===== src/rtl/sub32_pkg.sv =====
// Shared widths and FSM state type for the sequential 32-bit subtractor.
package sub32_pkg;
   localparam int WORD_W = 32;
   localparam int HALF_W = 16;

   typedef enum logic [1:0] {
      IDLE = 2'd0,
      LO   = 2'd1,
      HI   = 2'd2,
      DONE = 2'd3
   } sub32_state_t;
endpackage


===== src/rtl/sub16_slice.sv =====
// Combinational 16-bit subtract slice: {o_cout, o_sum} = i_a + ~i_b + i_cin.
module sub16_slice
   import sub32_pkg::*;
(
   input  logic [HALF_W-1:0] i_a,
   input  logic [HALF_W-1:0] i_b,
   input  logic              i_cin,
   output logic [HALF_W-1:0] o_sum,
   output logic              o_cout
);
   logic [HALF_W:0] w_total;

   assign w_total = {1'b0, i_a} + {1'b0, ~i_b} + {{HALF_W{1'b0}}, i_cin};
   assign o_sum   = w_total[HALF_W-1:0];
   assign o_cout  = w_total[HALF_W];
endmodule


===== src/rtl/sub32_seq.sv =====
// Sequential 32-bit subtractor reusing one 16-bit slice over two cycles (low half, then high half).
// Optional signed-overflow flag is built only when SUB32_OVF_EN is defined.
module sub32_seq
   import sub32_pkg::*;
(
   input  logic              clk,
   input  logic              areset,
   input  logic              in_valid,
   output logic              in_ready,
   input  logic [WORD_W-1:0] a,
   input  logic [WORD_W-1:0] b,
   output logic              out_valid,
   input  logic              out_ready,
   output logic [WORD_W-1:0] diff,
   output logic              borrow,
   output logic              zero,
   output logic              ovf
);
   sub32_state_t r_state;
   sub32_state_t w_state_next;

   logic [WORD_W-1:0] r_a;
   logic [WORD_W-1:0] r_b;
   logic [WORD_W-1:0] r_diff;
   logic              r_carry_lo;
   logic              r_zero_lo;
   logic              r_borrow;
   logic              r_zero;

   logic              w_accept;
   logic              w_is_lo;
   logic              w_is_hi;
   logic [HALF_W-1:0] w_slice_a;
   logic [HALF_W-1:0] w_slice_b;
   logic              w_slice_cin;
   logic [HALF_W-1:0] w_slice_sum;
   logic              w_slice_cout;

   assign in_ready  = (r_state == IDLE);
   assign out_valid = (r_state == DONE);
   assign w_accept  = in_valid & in_ready;
   assign w_is_lo   = (r_state == LO);
   assign w_is_hi   = (r_state == HI);

   // Low half gets the two's-complement +1; high half takes the stored low carry.
   assign w_slice_a   = w_is_lo ? r_a[HALF_W-1:0] : r_a[WORD_W-1:HALF_W];
   assign w_slice_b   = w_is_lo ? r_b[HALF_W-1:0] : r_b[WORD_W-1:HALF_W];
   assign w_slice_cin = w_is_lo ? 1'b1 : r_carry_lo;

   sub16_slice u_slice (
      .i_a    (w_slice_a),
      .i_b    (w_slice_b),
      .i_cin  (w_slice_cin),
      .o_sum  (w_slice_sum),
      .o_cout (w_slice_cout)
   );

   always_ff @(posedge clk or posedge areset) begin
      if (areset) begin
         r_state <= IDLE;
      end else begin
         r_state <= w_state_next;
      end
   end

   always_comb begin
      w_state_next = r_state;
      case (r_state)
         IDLE:    if (w_accept) w_state_next = LO;
         LO:      w_state_next = HI;
         HI:      w_state_next = DONE;
         DONE:    if (out_ready) w_state_next = IDLE;
         default: w_state_next = IDLE;
      endcase
   end

   always_ff @(posedge clk or posedge areset) begin
      if (areset) begin
         r_a        <= '0;
         r_b        <= '0;
         r_diff     <= '0;
         r_carry_lo <= 1'b0;
         r_zero_lo  <= 1'b0;
         r_borrow   <= 1'b0;
         r_zero     <= 1'b0;
      end else begin
         if (w_accept) begin
            r_a <= a;
            r_b <= b;
         end
         if (w_is_lo) begin
            r_diff[HALF_W-1:0] <= w_slice_sum;
            r_carry_lo         <= w_slice_cout;
            r_zero_lo          <= (w_slice_sum == '0);
         end
         if (w_is_hi) begin
            r_diff[WORD_W-1:HALF_W] <= w_slice_sum;
            r_borrow                <= ~w_slice_cout;
            r_zero                  <= r_zero_lo & (w_slice_sum == '0);
         end
      end
   end

   assign diff   = r_diff;
   assign borrow = r_borrow;
   assign zero   = r_zero;

`ifdef SUB32_OVF_EN
   logic r_ovf;

   // Overflow only when operand signs differ and the result sign departs from the minuend.
   always_ff @(posedge clk or posedge areset) begin
      if (areset) begin
         r_ovf <= 1'b0;
      end else if (w_is_hi) begin
         r_ovf <= (r_a[WORD_W-1] != r_b[WORD_W-1]) & (w_slice_sum[HALF_W-1] != r_a[WORD_W-1]);
      end
   end

   assign ovf = r_ovf;
`else
   assign ovf = 1'b0;
`endif
endmodule

===== config.mk =====
export PLATFORM = sky130hd
export DESIGN_NAME = sub32_seq
export DESIGN_NICKNAME = d
export VERILOG_FILES = /design/src/rtl/sub32_pkg.sv /design/src/rtl/sub16_slice.sv /design/src/rtl/sub32_seq.sv
export SDC_FILE = /design/constraint.sdc
export NUM_CORES = 1
export LEC_CHECK = 0
export BUFFER_PORTS_ARGS = -buffer_cell sky130_fd_sc_hd__buf_2
export CAP_MARGIN = 40
export CORE_MARGIN = 1.5
export CORE_UTILIZATION = 47
export CTS_BUF_LIST = sky130_fd_sc_hd__clkbuf_2
export CTS_CLUSTER_DIAMETER = 30
export DETAILED_ROUTE_END_ITERATION = 8
export GPL_TIMING_DRIVEN = 0
export PLACE_DENSITY = 0.71
export SETUP_SLACK_MARGIN = 0.1
export SYNTH_ARGS = -nofsm -noshare
export SYNTH_HDL_FRONTEND = slang
export SYNTH_HIERARCHICAL = 1
export SYNTH_SLANG_ARGS = --single-unit

===== constraint.sdc =====
create_clock -name clk -period 7.4 [get_ports clk]
set_clock_uncertainty 0.2 [all_clocks]
set_input_delay 1.48 -clock clk [delete_from_list [all_inputs] [get_ports clk]]
set_output_delay 1.48 -clock clk [all_outputs]
set_load 0.02 [all_outputs]

==> results.md, run 1 <==
- Status: complete, no violations
- Total CTS buffers: 9
- Max Clock Freq: 211 MHz
- Final min period: 4.74 ns
- Post_cts resized: 0
- Kind of critical path: reg -> reg
- Max Root-Sink Buffers: 2
- Post-CTS Hold Buffers: 0
- Initial DRC count: 105
- Synth cell types: 44
- Max Cap Viol: 0
- Vias/cell: 5.20
- Most used DFF post-synth: dfrtp_1
- Layout area overhead: 15.8%
- Cell Area, Synth: 0.00523 sq mm
- Worst Path Required: 7.73 ns
- Worst Hold Class: reg -> reg
- Core area: 0.0108 sq mm
- Largest net degree at the start of global routing: 59
- Final setup viols: 0
- Top cells by area, synth: dfrtp_1 (49%), mux2_2 (27%), ha_1 (4.8%), inv_1 (2.1%), clkbuf_8 (1.6%)
- Drc violations: 0
- Port Buffers: 103
- ANT cells: 0
- Die Ht: 108 microns
- Initial antenna violation count: 0
- Crit path arrival time: 5.07 ns
- Synth Register Bits: 102
- Die Width: 108 microns
- Sequential element share of the synthesized area: 48.9%
- CP startpoint kind: flop
- Compound-gate portion of the synthesized area: 4.67%
- CTS sink cnt: 102
- Post-synth top area share: 48.9%
- Synthesized Nets: 491
- Reg clk slew, reported paths: 0.24 ns
- Mux cell area share after synthesis: 29.5%
- Worst-Margin Slew: 0.592 ns
- Post-synthesis average cell area: 13.0 sq um
- Row cnt: 38
- Tot GR Track Use: 20.2%
- Post-Synth Simple-Gate Area: 4.93%
- Initial core utilization: 48.2%
- First-pass GRT wire length: 17600 microns
- DR vias: 3437
- CP max FO: 10
- Slew margin rel.: 60.6%
- DIE AREA: 0.0118 sq mm
- H-tree lvl count: 3
- Yosys warns: 6
- Post-DP HPWL: 8430 microns
- Main combinational cell family by area after synthesis: multiplexers
- Clk Latency, worst-skew pair: 0.59 ns
- Synth Area in XOR/XNOR: 1.68%
- Vias in the first global route: 3533
- Register Area: 0.00255 sq mm
- Drt first pass iters: 4
- Post-Syn Instances: 401
- Post-Synth Adder-Cell Area: 5.56%
- Average wire per standard cell: 16.6 microns
- Post-CTS Setup Bufs: 0
- Max-slew violations: 0
- Reg2Reg Setup Slack: 2.66 ns
- GPL Wtd Cong: 0.831
- CTS tree: yes
- Final critical-path share of the clock period: 64.1%
- IO Pins: 105
- Core Util, Final: 55.8%
- Share of layout cells above drive strength 1: 51.6%
- Nets: 606
- Root buf cell: clkbuf_2
- Number of routed nets with antenna violations: 0
- Setup TNS: 0 ns
- Crit. End Element: flop
- RSZ-0062 raised after global routing: no
- Final hold vios: 0
- Yosys top cell by area: dfrtp_1
- Drt total wl: 11000 microns
- Number of flops mapped to enable cells by yosys: 0
- Area occupied by multi-input gates: 0.00243 sq mm
- Cells after DPL: 645
- Grt total ovfl: 0
- Post-route insts no fill: 661
- Ys async rst share: 100%
- Fillers: 927
## cell usage after synthesis (2+ instances only)
master	count
a21o_1	7
a21oi_1	11
a31oi_1	3
and3_1	4
buf_2	8
clkbuf_1	2
clkbuf_8	6
dfrtp_1	102
fa_1	2
ha_1	20
inv_1	29
mux2_2	125
mux2_4	5
mux2i_1	6
nand2_1	7
nand2b_1	3
nand3_1	3
nor2_1	12
nor2b_1	2
nor3b_1	2
nor4_1	4
o21a_1	2
o21ai_0	4
o21ai_1	2
o22ai_1	2
or2_2	2
xnor2_1	8
xor2_1	2
## area by class of cell
| type | count | area share [%] |
|---|---|---|
| Tap cell | 140 | 2.89 |
| Clock buffer | 11 | 0.910 |
| Inverter | 29 | 1.84 |
| Timing Repair Buffer | 104 | 8.97 |
| Clock inverter | 5 | 0.827 |
| Multi-Input combinational cell | 253 | 40.1 |
| Sequential cell | 102 | 42.2 |
| Buffer | 17 | 2.27 |
## cells by family (layout without fill, tap and decap cells)
logic type | count (synthesis) | in the layout
flops | 102 | 102
mux | 136 | 136
simple gates | 47 | 47
xor+xnor | 10 | 10
other cells | 1 | 1
fa+ha+maj | 22 | 22
compound gates | 37 | 37
buf+inv | 46 | 166
## critical path: stages, from the launching register on
cell and delay, ns:
dfrtp_1 0.46, inv_1 0.12, ha_1 0.15, buf_2 0.15, buf_2 0.28, mux2_2 0.40, fa_1 0.44, fa_1 0.42
and2b_1 0.24, o2111ai_2 0.14, a211oi_2 0.29, o21bai_1 0.15, o21ai_0 0.11, o2111ai_1 0.30, nor4_1 0.47, nand4_1 0.18
mux2i_1 0.17
## registers in the layout, indices dropped and copies added (netlist names)
register	count
borrow	1
diff	32
r_a	32
r_b	32
r_carry_lo	1
r_state	2
r_zero_lo	1
zero	1
## layer usage
metal	global-route usage, %	up-vias	routed length (microns)
met2	34.8	67	5470
met1	24.7	1713	4850
met5	0	-	0
li1	-	1642	-
met3	5.30	15	476
met4	5.92	0	151
## cell usage in the layout, fill, tap and decap left out, types with 8 or more instances in the layout
| cell type | synthesis | layout |
|---|---|---|
| a21oi_1 | 11 | 11 |
| ha_1 | 20 | 20 |
| clkbuf_2 | 0 | 11 |
| dfrtp_1 | 102 | 102 |
| xnor2_1 | 8 | 8 |
| nor2_1 | 12 | 12 |
| inv_1 | 29 | 28 |
| mux2_2 | 125 | 125 |
| buf_2 | 8 | 111 |
## worst paths after layout
kind / start / to / depth (start not counted)
max in group asynchronous: areset / r_b[7]$_DFFE_PP0P_ / 3
hold / removal: diff[28]$_DFFE_PP0N_ / diff[28]$_DFFE_PP0N_ / 1
setup reg to reg: r_state[1]$_DFFE_PP0P_ / r_zero_lo$_DFFE_PP0P_ / 16
setup / recovery: r_state[1]$_DFFE_PP0P_ / r_zero_lo$_DFFE_PP0P_ / 16
min in group asynchronous: areset / r_state[0]$_DFFE_PP0P_ / 2
hold reg to reg: diff[28]$_DFFE_PP0N_ / diff[28]$_DFFE_PP0N_ / 1
## per-stage QoR
| step | instance area [sq um] | hold slack, ns | worst slack [ns] |
|---|---|---|---|
| after detailed placement | 5950 | 0.287 | 2.74 |
| final | 6050 | 0.329 | 2.66 |
| after CTS | 6050 | 0.337 | 2.68 |
| after global placement | 5920 | 0.281 | 1.99 |
| after global routing | 6050 | 0.352 | 2.42 |
| after floorplan | 5230 | 0.272 | 3.04 |
Power of run 1 is not shown: default switching activity piles up to over one toggle a cycle in this logic, so the estimate is an artifact.
==> run 2: changes to the inputs <==
ABC_AREA = 1   (was unset)
clock period = 4.6 ns   (was 7.4 ns; I/O delays follow)
==> results.md, run 2 <==
- DIE AREA: 0.0122 sq mm (+3.5%)
- Compound-gate portion of the synthesized area: 4.46% (-0.21 points)
- RSZ-0062 raised after global routing: no
- Crit path arrival time: 4.25 ns (-0.82 ns)
- IO Pins: 105 (unchanged)
- Mux cell area share after synthesis: 10.3% (-19 points)
- Core Util, Final: 55.4% (-0.41 points)
- Post-Synth Simple-Gate Area: 23.0% (+18 points)
- Die Ht: 110 microns (+1.7%)
- Reg clk slew, reported paths: 0.25 ns (about the same)
- Drt first pass iters: 5 (+1)
- Post-synthesis average cell area: 8.33 sq um (-36%)
- Initial core utilization: 47.8% (-0.40 points)
- Max Cap Viol: 0 (unchanged)
- Largest net degree at the start of global routing: 58 (-1.7%)
- Synth Area in XOR/XNOR: 1.13% (-0.54 points)
- Max-slew violations: 0 (unchanged)
- Cell Area, Synth: 0.00541 sq mm (+3.6%)
- Layout area overhead: 15.9% (about the same)
- Drt total wl: 12100 microns (+11%)
- Share of layout cells above drive strength 1: 25.5% (-26 points)
- Port Buffers: 103 (unchanged)
- Yosys top cell by area: dfrtp_1
- Crit. End Element: flop
- CP startpoint kind: flop
- Ys async rst share: 100% (unchanged)
- Final min period: 3.86 ns (-0.881 ns)
- Register Area: 0.00255 sq mm (unchanged)
- Post_cts resized: 0 (unchanged)
- Post-CTS Setup Bufs: 0 (unchanged)
- Slew margin rel.: 59.1% (-1.5 points)
- Final Instance Area: 0.00627 sq mm (+3.7%)
- Post-Synth Adder-Cell Area: 5.36% (-0.19 points)
- Total CTS buffers: 9 (unchanged)
- Yosys warns: 6 (unchanged)
- Clk Latency, worst-skew pair: 0.63 ns (+0.04 ns)
- CP max FO: 10 (unchanged)
- Max Root-Sink Buffers: 2 (unchanged)
- Post-Syn Instances: 650 (+62%)
- Final critical-path share of the clock period: 83.9% (+20 points)
- Most frequent cell after synthesis: nand2_1
- Tot GR Track Use: 21.2% (+1.1 points)
- GPL Wtd Cong: 0.818 (-1.5%)
- Grt total ovfl: 0 (unchanged)
- Synth Register Bits: 102 (unchanged)
- Status: complete, no violations
- Post-CTS Hold Buffers: 0 (unchanged)
- CTS tree: yes
- First-pass GRT wire length: 19500 microns (+11%)
- Sequential element share of the synthesized area: 47.2% (-1.7 points)
- ANT cells: 0 (unchanged)
- Nets: 855 (+41%)
- Fillers: 1080 (+17%)
- Vias in the first global route: 4151 (+17%)
- Main combinational cell family by area after synthesis: simple AND/OR/NAND/NOR gates
- Core area: 0.0113 sq mm (+4.4%)
- Commonest non-fill, non-tap cell in the layout: nand2_1
- Average wire per standard cell: 13.3 microns (-20%)
- H-tree lvl count: 3 (unchanged)
- Die Width: 110 microns (+1.7%)
- CTS sink cnt: 102 (unchanged)
- DR vias: 4408 (+28%)
- Worst-Margin Slew: 0.614 ns (+0.0220 ns)
- Placed cell areas: 0.00614 sq mm (+3.2%)
- Most frequent cells in the layout: nand2_1 (251), buf_2 (112), dfrtp_1 (102)
- Synthesized Nets: 740 (+51%)
- Final hold slack: 0.118 ns (-0.211 ns)
- Row cnt: 39 (+2.6%)
- Final hold vios: 0 (unchanged)
- Max Clock Freq: 259 MHz (+23%)
- Commonest cells post-synth: nand2_1 (251), dfrtp_1 (102), inv_1 (83)
- Drc violations: 0 (unchanged)
- Worst Hold Class: in -> async
- Initial DRC count: 208 (+98%)
- Kind of critical path: reg -> reg
- Root buf cell: clkbuf_2
- Final setup viols: 0 (unchanged)
- Synth cell types: 28 (-36%)
- Top cells by area, synth: dfrtp_1 (47%), nand2_1 (17%), mux2_2 (9.2%), inv_1 (5.8%), ha_1 (4.6%)
- Post-synth top area share: 47.2% (-1.7 points)
- Vias/cell: 4.83 (-7.1%)
- Most used DFF post-synth: dfrtp_1
- Number of flops mapped to enable cells by yosys: 0 (unchanged)
- Initial antenna violation count: 0 (unchanged)
- Worst Path Required: 4.99 ns (-2.74 ns)
- Number of routed nets with antenna violations: 0 (unchanged)
- Post-DP HPWL: 9490 microns (+13%)
- Area occupied by multi-input gates: 0.00240 sq mm (-1.2%)
## run 2: changes by cell type after synthesis, moves of 5 or more
cell | previous run | this run
nand2_1 | 7 | 251
mux2_2 | 125 | 44
inv_1 | 29 | 83
nor2_1 | 12 | 38
o21ai_0 | 4 | 19
a21oi_1 | 11 | 25
nand3_1 | 3 | 14
a21o_1 | 7 | 0
clkbuf_8 | 6 | 0
mux2i_1 | 6 | 0
nand2_2 | 0 | 6
buf_6 | 0 | 5
xnor2_1 | 8 | 3
## run 2: worst max-delay path: stages, from the launching register on
cell and delay [ns]:
dfrtp_1 0.46, inv_1 0.11, ha_1 0.28, buf_2 0.25
buf_2 0.25, nand2_1 0.07, o21ai_0 0.09, inv_1 0.11
fa_1 0.46, fa_1 0.41, inv_1 0.09, nand3_1 0.08
nand3_1 0.16, nand3_1 0.14, nand4_1 0.10, nand2_1 0.10
nor2_1 0.11, nand2_1 0.06, nor2_1 0.13, nand3_1 0.09
nand2_1 0.07
## run 2: logic make-up after synthesis
group | Yosys count
AOI/OAI and AO/OA | 47
xor gates and xnor gates | 7
adders and majority gates | 22
buffers and inverters | 107
DFF | 102
muxes | 48
other | 1
and+or+nand+nor | 316
## run 2: path summary, 6_finish.rpt
| path | startpoint | to | cells past startpoint | slack, ns |
|---|---|---|---|---|
| worst max-delay path | r_state[1]$_DFFE_PP0P_ | r_zero_lo$_DFFE_PP0P_ | 20 | 0.74 |
| worst min-delay path | areset | diff[27]$_DFFE_PP0N_ | 2 | 0.12 |
| worst max register to register | r_state[1]$_DFFE_PP0P_ | r_zero_lo$_DFFE_PP0P_ | 20 | 0.74 |
| worst min register to register | diff[28]$_DFFE_PP0N_ | diff[28]$_DFFE_PP0N_ | 2 | 0.30 |
| max in group asynchronous | areset | r_b[20]$_DFFE_PP0P_ | 3 | 3.42 |
| min in group clk | a[17] | r_a[17]$_DFFE_PP0P_ | 2 | 0.29 |
## run 2: per-layer routing
metal | part of all wire [%] | vias up | GRT usage, % | wire length, microns
met5 | 0 | - | 0 | 0
met4 | 2.5 | 0 | 9.52 | 299
met3 | 5.4 | 23 | 4.76 | 655
li1 | - | 2226 | - | -
met2 | 46 | 105 | 34.1 | 5630
met1 | 46 | 2054 | 27.4 | 5550
## run 2: cell type report
| class | count | area share (%) |
|---|---|---|
| Tap cell | 143 | 2.85 |
| Buffer | 22 | 2.27 |
| Sequential cell | 102 | 40.7 |
| Inverter | 85 | 5.13 |
| Multi-Input combinational cell | 441 | 38.2 |
| Clock buffer | 10 | 0.798 |
| Clock inverter | 6 | 1.38 |
| Timing Repair Buffer | 104 | 8.66 |
## run 2: per-stage QoR
step / setup slack, ns / setup TNS (ns) / std cells
finish: 0.739 / 0 / 913
floorplan: 0.805 / 0 / 650
global route: 0.374 / 0 / 913
detailed placement: 0.769 / 0 / 897
global placement: -0.238 / -23.63 / 896
CTS: 0.713 / 0 / 913
Power of run 2 is left out for the same reason.
